==> config.mk <==
export PLATFORM = sky130hd
export DESIGN_NAME = slow_tick_monitor
export DESIGN_NICKNAME = d
export VERILOG_FILES = /design/src/rtl/slow_tick_monitor.sv
export SDC_FILE = /design/constraint.sdc
export NUM_CORES = 1
export LEC_CHECK = 0
export ABC_AREA = 0
export CAP_MARGIN = 10
export CORE_UTILIZATION = 53
export CTS_BUF_LIST = sky130_fd_sc_hd__clkbuf_4 sky130_fd_sc_hd__clkbuf_8 sky130_fd_sc_hd__clkbuf_16
export DETAILED_ROUTE_END_ITERATION = 8
export GPL_TIMING_DRIVEN = 0
export MAX_ROUTING_LAYER = met4
export PLACE_DENSITY = 0.76
export SETUP_SLACK_MARGIN = 0.4
export SLEW_MARGIN = 15
export SYNTH_ARGS = -nofsm -noshare
export SYNTH_HDL_FRONTEND = slang
export SYNTH_SLANG_ARGS = --single-unit
==> constraint.sdc <==
create_clock -name clk -period 2.8 [get_ports clk]
set_clock_uncertainty 0.05 [all_clocks]
set_input_delay 0.56 -clock clk [delete_from_list [all_inputs] [get_ports clk]]
set_output_delay 0.56 -clock clk [all_outputs]
set_load 0.05 [all_outputs]
==> src/rtl/slow_tick_monitor.sv <==
// Qualifies rising edges of an asynchronous divided clock into single-cycle ticks and measures the tick period.
// Latency: a tick appears on the third clk edge after slow_clk_in is first sampled high. Every output comes straight from a flop.
// Backpressure: none. The block only observes; a missing edge leads to a sticky FAULT that only clear releases.
module slow_tick_monitor #(
  parameter int TIMEOUT = 8,
  parameter int CNT_W   = 16
) (
  input  logic             clk,
  input  logic             rst_n,
  input  logic             slow_clk_in,
  input  logic             enable,
  input  logic             clear,
  output logic             tick,
  output logic [CNT_W-1:0] tick_count,
  output logic [7:0]       period,
  output logic             period_valid,
  output logic             timeout_err,
  output logic [1:0]       state_o
);

  typedef enum logic [1:0] {
    IDLE  = 2'd0,
    ARMED = 2'd1,
    RUN   = 2'd2,
    FAULT = 2'd3
  } state_t;

  localparam logic [7:0] GAP_LIMIT = 8'(TIMEOUT - 1);

  state_t     state;
  state_t     state_nxt;
  logic       s1;
  logic       s2;
  logic       s3;
  logic [1:0] primed;
  logic       rise;
  logic [7:0] gap;
  logic       active;
  logic       timeout_hit;
  logic       tick_nxt;
  logic       pv_nxt;
  logic       arm_entry;

  // Two-flop synchronizer with a history flop. For the first two edges after
  // reset, s3 loads from the same source as s2. An input held high across the
  // release of reset therefore fills s2 and s3 together and does not look like an edge.
  always_ff @(posedge clk or negedge rst_n) begin
    if (!rst_n) begin
      s1     <= 1'b0;
      s2     <= 1'b0;
      s3     <= 1'b0;
      primed <= 2'b00;
    end else begin
      s1     <= slow_clk_in;
      s2     <= s1;
      s3     <= primed[1] ? s2 : s1;
      primed <= {primed[0], 1'b1};
    end
  end

  assign rise   = s2 & ~s3;
  assign active = (state == ARMED) || (state == RUN);

  // Timeout fires only when no rise is present. A rise in the limit cycle wins.
  // A clear in that cycle also resets the gap, so it suppresses the fault.
  assign timeout_hit = active && enable && !rise && !clear && (gap == GAP_LIMIT);

  // FSM state register
  always_ff @(posedge clk or negedge rst_n) begin
    if (!rst_n) state <= IDLE;
    else        state <= state_nxt;
  end

  // FSM next-state logic: dropping enable takes priority over a rise
  always_comb begin
    state_nxt = state;
    case (state)
      IDLE:  if (enable) state_nxt = ARMED;
      ARMED,
      RUN: begin
        if (!enable)          state_nxt = IDLE;
        else if (rise)        state_nxt = RUN;
        else if (timeout_hit) state_nxt = FAULT;
      end
      FAULT: if (clear) state_nxt = IDLE;
      default: state_nxt = IDLE;
    endcase
  end

  // FSM output decode: next values for the registered tick and period strobes
  always_comb begin
    tick_nxt  = 1'b0;
    pv_nxt    = 1'b0;
    arm_entry = 1'b0;
    if (active && enable && rise) tick_nxt = 1'b1;
    if ((state == RUN) && enable && rise) pv_nxt = 1'b1;
    if ((state == IDLE) && enable) arm_entry = 1'b1;
  end

  // Gap counter: restarts on each rise and on arming, and saturates at 255
  always_ff @(posedge clk or negedge rst_n) begin
    if (!rst_n)                          gap <= 8'd0;
    else if (clear || arm_entry)         gap <= 8'd0;
    else if (active && rise)             gap <= 8'd0;
    else if (active && (gap != 8'hFF))   gap <= gap + 8'd1;
  end

  // Registered outputs. A clear overrides the counter, period and fault updates, but the tick pulse still goes out.
  always_ff @(posedge clk or negedge rst_n) begin
    if (!rst_n) begin
      tick         <= 1'b0;
      period_valid <= 1'b0;
      tick_count   <= '0;
      period       <= 8'd0;
      timeout_err  <= 1'b0;
    end else begin
      tick         <= tick_nxt;
      period_valid <= pv_nxt;
      if (clear) begin
        tick_count  <= '0;
        period      <= 8'd0;
        timeout_err <= 1'b0;
      end else begin
        if (tick_nxt)    tick_count  <= tick_count + CNT_W'(1);
        if (pv_nxt)      period      <= gap + 8'd1;
        if (timeout_hit) timeout_err <= 1'b1;
      end
    end
  end

  assign state_o = state;

endmodule

==> results of run 1 <==
[final cells by class]
class	instances	area share (%)
clock buffer	8	3.56
multi-input combinational	144	37.3
buffer	8	1.71
sequential	42	41.0
inverter	7	1.02
tap	48	2.34
timing repair buffer	33	13.1
[sequential cells by signal, indices dropped and copies added (netlist names)]
| signal | flops |
|---|---|
| tick_count | 16 |
| gap | 8 |
| period | 8 |
| primed | 2 |
| state_o | 2 |
| period_valid | 1 |
| s1 | 1 |
| s2 | 1 |
| s3 | 1 |
| tick | 1 |
| timeout_err | 1 |
[metal layers]
metal,global-route usage (%),part of all wire (%)
met2,40.3,48
met1,33.8,47
met3,4.05,3.7
met5,-,0
met4,8.61,1.6
[per-stage QoR]
stage | utilization (%) | hold slack, ns | setup WS (ns) | instances | instance area (µm²)
after floorplan | - | 0.214 | 0.535 | 201 | 2080
after global placement | 66.2 | 0.285 | -0.0436 | 281 | 2460
after detailed placement | 66.6 | 0.286 | 0.256 | 282 | 2470
after CTS | 69.0 | 0.0999 | 0.509 | 290 | 2560
after global routing | 69.1 | 0.117 | 0.425 | 290 | 2570
final | 69.1 | 0.0993 | 0.542 | 290 | 2570
[cell usage after synthesis, drive strengths merged (2+ instances only)]
cell type and n:
dfrtp 42, nor2 22, nand2 13, a21oi 8
nand3 7, o21ai 7, xnor2 7, xor2 7
inv 6, nand4 6, nor3 6, a211oi 5
a221o 5, ha 5, nor4 5, and3 4
buf 4, clkbuf 4, and2 3, mux2 3
nand2b 3, nand4b 3, nor2b 3, o2bb2ai 3
or3 3, and4 2, mux2i 2, o32ai 2
[kinds of logic after synthesis]
kind of cell,share of synthesized area (%)
DFF,50.6
adders and majority gates,3.01
muxes,2.59
AOI/OAI and AO/OA,11.8
xor gates and xnor gates,5.91
and+or+nand+nor,22.5
other,0.181
buffers and inverters,3.38
[worst paths after layout]
path | end | slack, ns | depth (start not counted)
setup / recovery | gap[5] | 0.54 | 6
hold / removal | period[5] | 0.1 | 1
setup reg to reg | tick_count[15] | 0.56 | 6
hold reg to reg | primed[1] | 0.30 | 0
max in group asynchronous | tick_count[7] | 2.14 | 2
min in group clk | primed[1] | 0.30 | 0
[critical path, cell delays in order]
cell,delay [ns]
clkdlybuf4s50_1,0.52
a21o_1,0.27
or3b_1,0.35
clkbuf_1,0.20
nor4b_1,0.36
a221o_1,0.17
[power breakdown]
part           internal, mW  switching (mW)  leakage (nW)
Sequential            0.648          0.0378         0.568
Combinational         0.157           0.271         0.432
Clock                 0.206           0.184        0.0498
Total                  1.01           0.493          1.05
[what timing repair did]
item	4_1_cts	5_1_grt
resized for setup	0	1
setup buffers	0	0
endpoints found under the setup margin	0	2
==> impl_metrics.py, run 1 <==
metrics = {
    "synth": {
        "syn_avg_cell_area_um2": 10.3,
        "yosysWarnings": 0,
        "netlist.area_leader.share_pct": 50.6,
        "ys_seq_area_share_pct": 50.6,
        "syn_inst": 201,
        "synthFlopType": "dfrtp_1",
        "ys_types": 44,
        "syn_area_um2": 2080,
        "synth_top_cells_by_area": "dfrtp_1 (51%), nor2_1 (3.8%), ha_1 (3.0%), xnor2_1 (3.0%), xor2_1 (3.0%)",
        "syn_nets": 211,
        "synth_edf_count": 0,
        "yosys.area.top_type": "dfrtp_1",
        "ys_seq_elements": 42,
        "synthArstFlopShare_pct": 100,
    },
    "setup_path": {
        "crit_fanout": 7,
        "endpoint_kind": "register",
        "startpoint_type": "primary input",
        "rr_startpoint": "state_o[1]",
        "worstPathRequired_ns": 2.97,
        "path_class": "primary input to register",
        "worstPathArrival_ns": 2.43,
        "startpoint": "enable",
    },
    "clock_tree": {
        "cts_root_buffer": "clkbuf_8",
        "clk_latency_ns": 0.28,
        "clkTransAtPathRegs_ns": 0.07,
        "postCtsHoldBufs": 0,
        "htreeDepth": 2,
        "cts_sinks": 42,
        "cts_tree": "done",
        "cts_buffers": 5,
        "clockBufferDepth": 2,
    },
    "grt": {
        "overflow": 0,
        "grtUsageTotal_pct": 25.6,
        "grt_pass1_wl_um": 7890,
        "grt_max_degree": 32,
        "grt_pass1_vias": 1654,
        "antenna_found_initial": 0,
    },
    "flow_run": {
        "max_cap_violations": 0,
    },
    "cells_and_area": {
        "syn2layout_area_growth_pct": 23.7,
        "final_cell_mix": "dfrtp_1 (40), clkdlybuf4s50_1 (31), nor2_1 (21)",
        "drive_gt1_share_pct": 9.92,
        "regArea_um2": 1050,
        "n_antenna_cell": 0,
        "multi_input_area_um2": 957,
        "layout_commonest_cell": "dfrtp_1",
        "fillCellCount": 314,
        "fin_nets": 251,
    },
    "timing": {
        "tightest_slew_ns": 0.565,
        "finalSetupViolCount": 0,
        "rsz0062_at_grt": "false",
        "final_hold_viol_count": 0,
        "setup_tns_ns": 0,
        "finalMaxSlewViolations": 0,
        "relSlewSlack_pct": 62.3,
        "period_minus_slack_ns": 2.26,
        "finalCritPeriodShare_pct": 80.6,
        "clock.fmax_mhz": 443,
    },
    "floorplanning": {
        "rows": 22,
        "die_y_um": 64.6,
        "die_area_um2": 4170,
        "fp.dieW_um": 64.6,
        "initial_core_util_pct": 55.9,
        "core_area_um2": 3720,
        "io-pin-count": 34,
    },
    "placement": {
        "dp_hpwl_um": 3230,
        "gp_congestion": 0.874,
        "port_buffers": 32,
    },
    "worst_hold_path": {
        "min_path_type": "primary input to asynchronous set/reset pin",
    },
    "detailed_routing": {
        "wirelength_um": 4420,
        "first_iter_violations": 150,
        "dr.pass1.iters": 4,
        "post-route-drc-count": 0,
        "drtAntennaViolNets": 0,
        "wire_per_inst_um": 15.2,
        "vias": 1656,
        "routed_via_density": 5.71,
    },
    "power": {
        "irDropWorstVdd_uv": 306,
        "p_leak_nw": 1.05,
        "powerDensity_nw_per_um2": 586,
        "power_mw": 1.50,
    },
    "status": {
        "status": "finished, final reports clean",
    },
}
(Power assumes the default switching activity.)
==> inputs of run 2 (changes only) <==
- CORE_UTILIZATION: 53 -> 48
- PLACE_DENSITY: 0.76 -> 0.73
- clock period: 2.8 -> 2 ns (I/O delays scaled with it)
==> run 2 against run 1 <==
Compared with the run above: die area up 10%; worst setup slack worse by 0.43 ns; sequential share of layout area down 8.5 points; combinational power rose to 3.2 times the previous value; cell area up 26%; critical path depth up 2; core utilization up 10 points; hold slack better by 0.19 ns; critical path type is now register to register; largest power group is now combinational cells.
==> impl_metrics.py, run 2 (same netlist as run 1, synthesis figures left out) <==
metrics = {
    "power": {
        "clkPwrFrac_pct": 22.5,
        "p_leak_nw": 1.39,
        "comb_power_share_pct": 45.7,
        "switching_power_mw": 1.03,
        "irDropWorstVdd_uv": 508,
        "swShare_pct": 34.3,
        "powerDensity_nw_per_um2": 924,
        "power_mw": 3.00,
        "power.internal_mw": 1.97,
        "p_seq_share_pct": 31.9,
    },
    "detailed_routing": {
        "dr.pass1.iters": 4,
        "drtAntennaViolNets": 0,
        "routed_via_density": 5.96,
        "first_iter_violations": 182,
        "vias": 1961,
        "post-route-drc-count": 0,
        "wire_per_inst_um": 19.2,
        "wirelength_um": 6300,
    },
    "floorplanning": {
        "io-pin-count": 34,
        "fp.dieW_um": 67.8,
        "die_area_um2": 4590,
        "rows": 23,
        "die_y_um": 67.8,
        "initial_core_util_pct": 50.8,
        "core_area_um2": 4090,
    },
    "placement": {
        "port_buffers": 32,
        "dp_hpwl_um": 3200,
        "preCtsSetupSlack_ns": -0.250,
        "placed_cells": 284,
        "gp_congestion": 0.800,
        "postPlaceCellArea_um2": 2540,
    },
    "timing": {
        "tightest_slew_ns": 0.551,
        "finalSetupViolCount": 0,
        "finalMaxSlewViolations": 0,
        "period_minus_slack_ns": 1.89,
        "final_hold_viol_count": 0,
        "setup_tns_ns": 0,
        "finalCritPeriodShare_pct": 94.3,
        "relSlewSlack_pct": 63.3,
        "fin_ws_ns": 0.114,
        "rsz0062_at_grt": "true",
        "clock.fmax_mhz": 530,
    },
    "grt": {
        "grtUsageTotal_pct": 27.5,
        "antenna_found_initial": 0,
        "grt_pass1_vias": 1835,
        "grt_pass1_wl_um": 8780,
        "overflow": 0,
        "grt_max_degree": 31,
    },
    "cells_and_area": {
        "fillCellCount": 236,
        "final_cell_mix": "dfrtp_1 (37), buf_4 (26), buf_6 (16)",
        "finalNonFillerCells": 329,
        "stdcell_area_um2": 3250,
        "n_antenna_cell": 0,
        "reg_top3": "tick_count (16), gap (8), period (8)",
        "drive_gt1_share_pct": 51.3,
        "largest_reg_flops": 16,
        "fin_nets": 288,
        "layout_commonest_cell": "dfrtp_1",
        "top_register": "tick_count",
        "syn2layout_area_growth_pct": 56.4,
    },
    "worst_hold_path": {
        "min_path_type": "primary input to register",
    },
    "clock_tree": {
        "clockBufferDepth": 2,
        "cts_tree": "done",
        "cts_buffers": 5,
        "clkTransAtPathRegs_ns": 0.08,
        "htreeDepth": 2,
        "clk_latency_ns": 0.30,
        "cts_sinks": 42,
        "cts_root_buffer": "clkbuf_8",
    },
    "status": {
        "status": "finished, final reports clean",
    },
    "setup_path": {
        "startpoint_type": "register",
        "crit_family": "simple AND/OR/NAND/NOR gates",
        "path_class": "register to register",
        "crit_buf_inv": 3,
        "cpPeakStageDelay_ns": 0.43,
        "endpoint_kind": "register",
        "slowest_stage": "or3_1",
        "worstPathArrival_ns": 2.07,
        "crit_fanout": 4,
        "path_cells": "inv_2 > ha_4 > nand4b_4 > buf_6 > clkinv_4 > nand4_1 > or3_1 > a21oi_2",
        "worstPathRequired_ns": 2.19,
    },
    "flow_run": {
        "max_cap_violations": 0,
    },
}
[run 2: path summary, 6_finish.rpt]
check,slack (ns),cells past startpoint,end,from
max in group asynchronous,0.96,3,state_o[0],rst_n
max,0.11,8,tick_count[12],state_o[0]
min,0.29,2,period[5],clear
min reg2reg,0.30,0,primed[1],primed[0]
min in group asynchronous,0.47,2,gap[4],rst_n
max reg2reg,0.11,8,tick_count[12],state_o[0]
[run 2: cell type report]
cell class	count	area (µm²)	share of cell area, %
multi-input cells	144	1300	40.0
flip-flops and latches	42	1060	32.6
repair buffers	70	608	18.7
plain buffers	8	81.3	2.50
clock buffers	5	68.8	2.12
well taps	50	62.6	1.93
clock inverters	3	40.0	1.23
inverters	7	31.3	0.963
[run 2: power by group through the flow]
stage          Clock [mW]  Sequential (mW)  Combinational, mW
4_1_cts             0.682            0.951               1.08
2_1_floorplan           0             1.08              0.362
6_report            0.673            0.955               1.37
5_1_grt             0.710            0.963               1.42
3_5_place_dp            0            0.980              0.657
3_3_place_gp            0            0.977              0.631
[run 2: what timing repair did]
| item | CTS | global route |
|---|---|---|
| cloned | 1 | 0 |
| hold buffers | 1 | 0 |
| hold endpoints to repair | 12 | 0 |
| gates resized for setup | 140 | 74 |
| buffers inserted | 27 | 8 |
| pin swaps | 13 | 24 |
| setup endpoints to repair | 62 | 47 |
[run 2: stage by stage]
stage | hold WS [ns] | util (%)
final | 0.290 | 79.5
after global routing | 0.294 | 79.5
after CTS | 0.273 | 75.5
after detailed placement | 0.267 | 62.1
after global placement | 0.282 | 61.8
after floorplan | 0.0544 | -
[run 2: routing by layer]
metal | global-route usage [%] | share of wire, %
met4 | 14.4 | 2.6
met2 | 39.5 | 49
met1 | 35.6 | 43
met3 | 6.59 | 5.9
met5 | - | 0
==> inputs of run 3 (changes only) <==
- CAP_MARGIN: 10 -> 40
==> run 3 against run 2 <==
Compared with the run above: core utilization is the same; global-route usage is the same; via count is the same; largest power group unchanged.
==> impl_metrics.py, run 3 (same netlist as run 1, synthesis figures left out) <==
metrics = {
    "cells_and_area": {
        "layout_commonest_cell": "dfrtp_1",
        "syn2layout_area_growth_pct": 56.4,
        "n_antenna_cell": 0,
        "fin_nets": 288,
        "multi_input_area_um2": 1300,
        "reg_top3": "tick_count (16), gap (8), period (8)",
        "regArea_um2": 1060,
        "final_core_util_pct": 79.5,
        "top_register": "tick_count",
        "final_cell_mix": "dfrtp_1 (37), buf_4 (26), buf_6 (16)",
        "largest_reg_flops": 16,
        "fillCellCount": 236,
        "drive_gt1_share_pct": 51.3,
    },
    "timing": {
        "period_minus_slack_ns": 1.89,
        "finalMaxSlewViolations": 0,
        "finalCritPeriodShare_pct": 94.3,
        "finalSetupViolCount": 0,
        "fin_hold_ws_ns": 0.290,
        "rsz0062_at_grt": "true",
        "final_hold_viol_count": 0,
        "relSlewSlack_pct": 63.3,
        "fin_ws_ns": 0.114,
        "tightest_slew_ns": 0.551,
        "setup_tns_ns": 0,
        "clock.fmax_mhz": 530,
    },
    "placement": {
        "preCtsSetupSlack_ns": -0.250,
        "gp_congestion": 0.800,
        "dp_hpwl_um": 3200,
        "port_buffers": 32,
    },
    "power": {
        "p_seq_share_pct": 31.9,
        "clkPwrFrac_pct": 22.5,
        "powerDensity_nw_per_um2": 924,
        "power_mw": 3.00,
        "irDropWorstVdd_uv": 508,
        "switching_power_mw": 1.03,
        "power.internal_mw": 1.97,
        "swShare_pct": 34.3,
        "p_leak_nw": 1.39,
        "comb_power_share_pct": 45.7,
    },
    "detailed_routing": {
        "post-route-drc-count": 0,
        "wire_per_inst_um": 19.2,
        "first_iter_violations": 182,
        "routed_via_density": 5.96,
        "drtAntennaViolNets": 0,
        "dr.pass1.iters": 4,
        "wirelength_um": 6300,
        "vias": 1961,
    },
    "setup_path": {
        "startpoint_type": "register",
        "crit_buf_inv": 3,
        "endpoint_kind": "register",
        "worstPathArrival_ns": 2.07,
        "cpPeakStageDelay_ns": 0.43,
        "path_cells": "inv_2 > ha_4 > nand4b_4 > buf_6 > clkinv_4 > nand4_1 > or3_1 > a21oi_2",
        "crit_fanout": 4,
        "worstPathRequired_ns": 2.19,
        "crit_family": "simple AND/OR/NAND/NOR gates",
        "slowest_stage": "or3_1",
        "path_class": "register to register",
    },
    "clock_tree": {
        "cts_tree": "done",
        "clockBufferDepth": 2,
        "cts_sinks": 42,
        "htreeDepth": 2,
        "cts_root_buffer": "clkbuf_8",
        "clkTransAtPathRegs_ns": 0.08,
        "cts_buffers": 5,
        "clk_latency_ns": 0.30,
    },
    "floorplanning": {
        "die_y_um": 67.8,
        "initial_core_util_pct": 50.8,
        "io-pin-count": 34,
        "core_area_um2": 4090,
        "rows": 23,
        "die_area_um2": 4590,
        "fp.dieW_um": 67.8,
    },
    "worst_hold_path": {
        "min_path_type": "primary input to register",
    },
    "grt": {
        "grt_pass1_vias": 1835,
        "grt_max_degree": 31,
        "overflow": 0,
        "grtUsageTotal_pct": 27.5,
        "grt_pass1_wl_um": 8780,
        "antenna_found_initial": 0,
    },
    "flow_run": {
        "max_cap_violations": 0,
    },
    "status": {
        "status": "finished, final reports clean",
    },
}
run 3: worst paths after layout:
path	from	endpoint	slack, ns	cells past startpoint
setup / recovery	state_o[0]	tick_count[12]	0.11	8
hold / removal	clear	period[5]	0.29	2
setup reg to reg	state_o[0]	tick_count[12]	0.11	8
hold reg to reg	primed[0]	primed[1]	0.30	0
max in group asynchronous	rst_n	state_o[0]	0.96	3
min in group asynchronous	rst_n	gap[4]	0.47	2
run 3: power by group through the flow:
| stage | registers, mW | clock network, mW | logic (mW) |
|---|---|---|---|
| 3_3_place_gp | 0.977 | 0 | 0.631 |
| 2_1_floorplan | 1.08 | 0 | 0.362 |
| 6_report | 0.955 | 0.673 | 1.37 |
| 3_5_place_dp | 0.980 | 0 | 0.657 |
| 5_1_grt | 0.963 | 0.710 | 1.42 |
| 4_1_cts | 0.951 | 0.682 | 1.08 |
run 3: per-layer routing:
| layer | up-vias | global-route usage, % | wire length, µm |
|---|---|---|---|
| li1 | 882 | - | - |
| met1 | 971 | 35.6 | 2690 |
| met2 | 89 | 39.5 | 3080 |
| met3 | 19 | 6.59 | 370 |
| met4 | 0 | 14.4 | 165 |
| met5 | - | - | 0 |
run 3: final cells by class:
type	count	share of cell area, %
timing repair buffer	70	18.7
clock buffer	5	2.12
clock inverter	3	1.23
tap	50	1.93
multi-input combinational	144	40.0
inverter	7	0.963
sequential	42	32.6
buffer	8	2.50
run 3: what timing repair did:
item / CTS / global route
buffers inserted: 27 / 8
endpoints found under the hold margin: 12 / 0
pin swaps: 13 / 24
endpoints found under the setup margin: 62 / 47
hold buffers: 1 / 0
gates cloned: 1 / 0
resized for setup: 140 / 74
run 3: worst reg2reg max path, stage by stage, from the launching register on:
cell      delay (ns)
dfrtp_2         0.38
inv_2           0.06
ha_4            0.29
nand4b_4        0.12
buf_6           0.15
clkinv_4        0.04
nand4_1         0.18
or3_1           0.43
a21oi_2         0.13
run 3: metrics by stage:
step | instances | area (µm²)
final | 329 | 3250
after global routing | 329 | 3250
after CTS | 321 | 3090
after detailed placement | 284 | 2540
after global placement | 283 | 2520
after floorplan | 201 | 2140
